==> src/rtl/bnn_pkg.sv <==
// Shared constants and types for the BNN convolution layer control path.
// Optional feature macro: CONV_PAD_EN selects zero-padded "same" convolution.
package bnn_pkg;

   localparam int IMG_DIM = 28;
   localparam int K_DIM   = 3;
   localparam int N_FILT  = 8;

   // Output positions per image side: every pixel is a window centre when
   // padded, otherwise only positions where the kernel fits inside the image.
`ifdef CONV_PAD_EN
   localparam int OUT_DIM = IMG_DIM;
`else
   localparam int OUT_DIM = IMG_DIM - K_DIM + 1;
`endif

   typedef enum logic [1:0] {
      IDLE = 2'd0,
      LOAD = 2'd1,
      CONV = 2'd2,
      DONE = 2'd3
   } seq_state_t;

   typedef logic [4:0] coord_t;
   typedef logic [2:0] filt_t;

endpackage

==> src/rtl/conv_win_cnt.sv <==
// Nested filter/row/col window counter. Advances one window per 'adv',
// filter outermost and column innermost; 'last' flags the final window.
module conv_win_cnt
   import bnn_pkg::*;
#(
   parameter coord_t ROW_MAX  = coord_t'(OUT_DIM - 1),
   parameter coord_t COL_MAX  = coord_t'(OUT_DIM - 1),
   parameter filt_t  FILT_MAX = filt_t'(N_FILT - 1)
) (
   input  logic   clk,
   input  logic   reset_n,
   input  logic   clr,
   input  logic   adv,
   output coord_t row,
   output coord_t col,
   output filt_t  filt,
   output logic   last
);

   coord_t row_d, col_d;
   filt_t  filt_d;
   logic   last_d;

   // Next coordinates: clear wins over advance; each digit wraps only on an
   // explicit compare with its maximum so no counter ever overshoots.
   always_comb begin
      // NOTE: every signal gets a default first so no path leaves it unassigned (no latch).
      row_d  = row;
      col_d  = col;
      filt_d = filt;
      if (clr) begin
         row_d  = '0;
         col_d  = '0;
         filt_d = '0;
      end else if (adv) begin
         if (col == COL_MAX) begin
            col_d = '0;
            if (row == ROW_MAX) begin
               row_d = '0;
               if (filt == FILT_MAX) filt_d = '0;
               else                  filt_d = filt + 1'b1;
            end else begin
               row_d = row + 1'b1;
            end
         end else begin
            col_d = col + 1'b1;
         end
      end
      last_d = (filt_d == FILT_MAX) && (row_d == ROW_MAX) && (col_d == COL_MAX);
   end

   // Coordinate and last-flag registers; 'last' is registered with the
   // coordinates so it holds stable alongside them during stalls.
   always_ff @(posedge clk or negedge reset_n) begin
      // NOTE: sequential state uses non-blocking assignments so all registers update together.
      if (!reset_n) begin
         row  <= '0;
         col  <= '0;
         filt <= '0;
         last <= 1'b0;
      end else begin
         row  <= row_d;
         col  <= col_d;
         filt <= filt_d;
         last <= last_d;
      end
   end

endmodule

==> src/rtl/conv_sequencer.sv <==
// Convolution layer sequencer: arms the loader, then issues every window
// coordinate for every filter under valid/ready, then pulses done.
// Optional feature macro: CONV_PAD_EN (zero-padded "same" convolution).
module conv_sequencer #(
   parameter int IMG_DIM = bnn_pkg::IMG_DIM,
   parameter int K_DIM   = bnn_pkg::K_DIM,
   parameter int N_FILT  = bnn_pkg::N_FILT
) (
   input  logic       clk,
   input  logic       reset_n,
   input  logic       start,
   input  logic       abort,
   input  logic       load_done,
   input  logic       win_ready,
   output logic       en_wr,
   output logic       win_valid,
   output logic [4:0] win_row,
   output logic [4:0] win_col,
   output logic [2:0] win_filt,
   output logic       win_last,
   output logic       busy,
   output logic       done
);

   import bnn_pkg::*;

   // Highest window coordinate: top-left corner when unpadded, centre when padded.
`ifdef CONV_PAD_EN
   localparam int SPAN = IMG_DIM;
`else
   localparam int SPAN = IMG_DIM - K_DIM + 1;
`endif

   localparam coord_t ROW_MAX  = coord_t'(SPAN - 1);
   localparam coord_t COL_MAX  = coord_t'(SPAN - 1);
   localparam filt_t  FILT_MAX = filt_t'(N_FILT - 1);

   seq_state_t state_q, state_d;
   logic       handshake;
   logic       en_wr_d, win_valid_d, busy_d, done_d;

   assign handshake = win_valid && win_ready;

   // State register.
   always_ff @(posedge clk or negedge reset_n) begin
      if (!reset_n) state_q <= IDLE;
      else          state_q <= state_d;
   end

   // Next-state logic; abort overrides every transition including start.
   always_comb begin
      state_d = state_q;
      if (abort) begin
         state_d = IDLE;
      end else begin
         unique case (state_q)
            IDLE: if (start)                 state_d = LOAD;
            LOAD: if (load_done)             state_d = CONV;
            CONV: if (handshake && win_last) state_d = DONE;
            DONE:                            state_d = IDLE;
            default:                         state_d = IDLE;
         endcase
      end
   end

   // Output decode from the next state so the registered outputs line up
   // with the state they describe.
   always_comb begin
      en_wr_d     = (state_d == LOAD);
      win_valid_d = (state_d == CONV);
      busy_d      = (state_d == LOAD) || (state_d == CONV);
      done_d      = (state_d == DONE);
   end

   // Output registers.
   always_ff @(posedge clk or negedge reset_n) begin
      if (!reset_n) begin
         en_wr     <= 1'b0;
         win_valid <= 1'b0;
         busy      <= 1'b0;
         done      <= 1'b0;
      end else begin
         en_wr     <= en_wr_d;
         win_valid <= win_valid_d;
         busy      <= busy_d;
         done      <= done_d;
      end
   end

   // Counters clear on abort and while in DONE; they advance on each
   // accepted window, which also wraps them to zero after the final beat.
   conv_win_cnt #(
      .ROW_MAX  (ROW_MAX),
      .COL_MAX  (COL_MAX),
      .FILT_MAX (FILT_MAX)
   ) u_win_cnt (
      .clk     (clk),
      .reset_n (reset_n),
      .clr     (abort || (state_q == DONE)),
      .adv     (handshake),
      .row     (win_row),
      .col     (win_col),
      .filt    (win_filt),
      .last    (win_last)
   );

endmodule

==> config.mk <==
export PLATFORM = sky130hd
export DESIGN_NAME = conv_sequencer
export DESIGN_NICKNAME = d
export VERILOG_FILES = /design/src/rtl/bnn_pkg.sv /design/src/rtl/conv_win_cnt.sv /design/src/rtl/conv_sequencer.sv
export SDC_FILE = /design/constraint.sdc
export NUM_CORES = 1
export LEC_CHECK = 0
export ABC_AREA = 1
export ABC_CLOCK_PERIOD_IN_PS = 1800
export CORE_UTILIZATION = 45
export DETAILED_ROUTE_END_ITERATION = 8
export PLACE_DENSITY = 0.82
export SETUP_SLACK_MARGIN = 0.4
export SYNTH_ARGS = -nofsm -noshare
export SYNTH_HDL_FRONTEND = slang
export SYNTH_SLANG_ARGS = --single-unit
==> constraint.sdc <==
create_clock -name clk -period 1.8 [get_ports clk]
set_clock_uncertainty 0.15 [all_clocks]
set_input_delay 0.36 -clock clk [delete_from_list [all_inputs] [get_ports clk]]
set_output_delay 0.36 -clock clk [all_outputs]
set_load 0.02 [all_outputs]
==> flow_summary.toml <==
[placed_design]
pre_cts_slack_ps = -184
placed_area_sq_um = 1630
port_buffers = 23
dp.final_hpwl_mm = 2.18
gp_congestion = 0.913

[clock_network]
worst_skew_pair.late_latency_ps = 300
ctsRootBufferMaster = "clkbuf_4"
numCtsBuffers = 3
cts_max_level = 1
cts.clk_slew.worst_paths_ps = 130
cts_buffer_depth = 2
cts.sinks = 20
cts_tree = "yes"

[synthesis]
yosys_warnings = 0
ys_ff_latch = 20
seq_area_frac_synth = 0.422
syn_nets = 164
netlist_instances = 149
synth_area_sq_um = 1180
avgSynthCellArea_sq_um = 7.95
ys_types = 23

[critical_path]
cp.required_ps = 1900
worstPathArrival_ps = 1870
endpoint_kind = "flip-flop"
startpoint_type = "flip-flop"
crit_path_max_fanout = 5
critical_path_class = "reg2reg"

[floorplan]
die_w_um = 53.3
fp-row-count = 18
core_area_sq_um = 2480
die_area_sq_um = 2840
die_h_um = 53.3
initial_core_util = 0.478
ios = 24

[timing]
max_freq_mhz = 564
maxSlewViolCount = 0
hold_violations = 0
max_slew_margin = 0.816
setup_violations = 0
finalCritPeriodShare = 0.986
tightest_slew_ps = 277
setup_ws_ps = 25.5
grt_setup_unrepaired = "yes"
period_needed_ps = 1770
hold_ws_ps = 233

[status]
outcome = "finished clean"

[power_and_ir_drop]
p_leak_nw = 0.990
peakVddDrop_mv = 0.565
p_sw_mw = 0.246
powerDensity_nw_per_um2 = 447
intPower_mw = 0.655
power_frac_seq = 0.528
swShare = 0.273
pwr-share-clk = 0.303
power_frac_comb = 0.169

[flow_run]
cap_violations = 0

[route]
wire_per_inst_um = 18.2
viasPerCell = 5.48
routed_wl_mm = 4.45
vias = 1343
firstDrtPassIters = 4
ant_nets = 0
route.detailed.drc = 0
drt_iter0_drc = 55

[layout]
utilization = 0.813
fin_nets = 231
multi_input_area_sq_um = 754
seq_area_sq_um = 514
drive_above_1_share = 0.595
final_area_sq_um = 2010
n_antenna_cell = 0
fill_cells = 143
area_growth_pct = 69.9

[global_routing]
grt_use_total = 0.291
grt_start_max_net_pins = 21
gr-total-overflow = 0
grt_pass1_vias = 1268
antenna_found_initial = 0
grt_pass1_wl_mm = 5.84

[hold_path]
hold_class = "in2async"
critical path, stage by stage, from the launching register on:
cell and delay, ps:
dfrtp_2 440, inv_2 70, ha_4 130, nand2_4 60, nor2_4 160, nand3_2 100, nand2_1 90, nand2_1 80
inv_2 90, nand2_2 70, nor2_2 110, nand3_1 80, nor2_1 100
path summary, 6_finish.rpt:
| path | from | endpoint | slack, ps | cells after the start |
|---|---|---|---|---|
| worst max-delay path | u_win_cnt.col[1] | u_win_cnt.last | 30 | 12 |
| min in group clk | abort | u_win_cnt.row[0] | 520 | 5 |
| worst min-delay path | reset_n | u_win_cnt.row[4] | 230 | 2 |
| worst max register to register | u_win_cnt.col[1] | u_win_cnt.last | 30 | 12 |
| max in group asynchronous | reset_n | win_valid | 1020 | 2 |
| worst min register to register | u_win_cnt.row[4] | u_win_cnt.row[4] | 530 | 2 |
layout by cell type (no fill, tap or decap), drive strengths merged:
master / Yosys / final
buf: 0 / 54
nand2: 33 / 33
inv: 32 / 32
nor2: 25 / 25
dfrtp: 20 / 20
nand3: 13 / 13
ha: 9 / 9
clkbuf: 0 / 5
nand4: 4 / 4
nor3: 4 / 4
dlygate4sd2: 0 / 3
clkdlybuf4s50: 0 / 3
a21oi: 3 / 3
o21ai: 2 / 2
and3: 1 / 1
or2: 1 / 1
o21bai: 1 / 1
xnor2: 1 / 1
clkdlybuf4s15: 0 / 1
power groups by stage:
stage,Clock [mW],Sequential [mW],Combinational [mW]
after global placement,0,0.482,0.120
after CTS,0.271,0.475,0.143
after detailed placement,0,0.483,0.124
final,0.273,0.475,0.152
after floorplan,0,0.493,0.0453
after global routing,0.289,0.476,0.162
sequential cells by signal (all words and copies together), names as in the netlist:
register / cells
u_win_cnt.last: 1
busy: 1
done: 1
u_win_cnt.col: 5
u_win_cnt.filt: 3
win_valid: 1
state_q: 2
u_win_cnt.row: 5
en_wr: 1
metal layers:
| metal | part of all wire | up-vias | global-route usage |
|---|---|---|---|
| met2 | 0.51 | 79 | 0.485 |
| met3 | 0.064 | 24 | 0.0517 |
| li1 | - | 589 | - |
| met5 | 0 | - | 0 |
| met1 | 0.39 | 651 | 0.362 |
| met4 | 0.044 | 0 | 0.127 |
per-stage QoR:
| stage | total power [mW] | TNS [ps] | std cells |
|---|---|---|---|
| 2_1_floorplan | 0.538 | 0 | 149 |
| 3_3_place_gp | 0.602 | -454 | 216 |
| 3_5_place_dp | 0.606 | -845 | 216 |
| 4_1_cts | 0.889 | 0 | 236 |
| 5_1_grt | 0.927 | -63.9 | 245 |
| 6_report | 0.900 | 0 | 245 |
final cells by class:
class | instances | share of cell area
clock buffers | 4 | 0.0180
multi-input cells | 97 | 0.375
repair buffers | 62 | 0.270
flip-flops and latches | 20 | 0.255
well taps | 30 | 0.0186
inverters | 32 | 0.0634
logic make-up after synthesis:
kind of cell	Yosys count	synth area share
buf+inv	32	0.103
xor+xnor	1	0.00739
compound gates	6	0.0401
simple gates	81	0.332
fa+ha+maj	9	0.0950
flops	20	0.422
synth_stat cells (all sizes together):
cell / instances / area [sq um]
nand2: 33 / 136
inv: 32 / 123
nor2: 25 / 121
dfrtp: 20 / 500
nand3: 13 / 77.6
ha: 9 / 113
nand4: 4 / 25.0
nor3: 4 / 20.0
a21oi: 3 / 30.0
o21ai: 2 / 10.0
and3: 1 / 6.26
o21bai: 1 / 7.51
or2: 1 / 6.26
xnor2: 1 / 8.76
what timing repair did:
| item | 4_1_cts | 5_1_grt |
|---|---|---|
| setup endpoints to repair | 36 | 33 |
| buffers inserted | 16 | 9 |
| endpoints found under the hold margin | 0 | 0 |
| pin swaps | 12 | 14 |
| gates resized for setup | 114 | 22 |
| hold buffers | 0 | 0 |
Note: power is estimated with default switching activity, not from simulation.
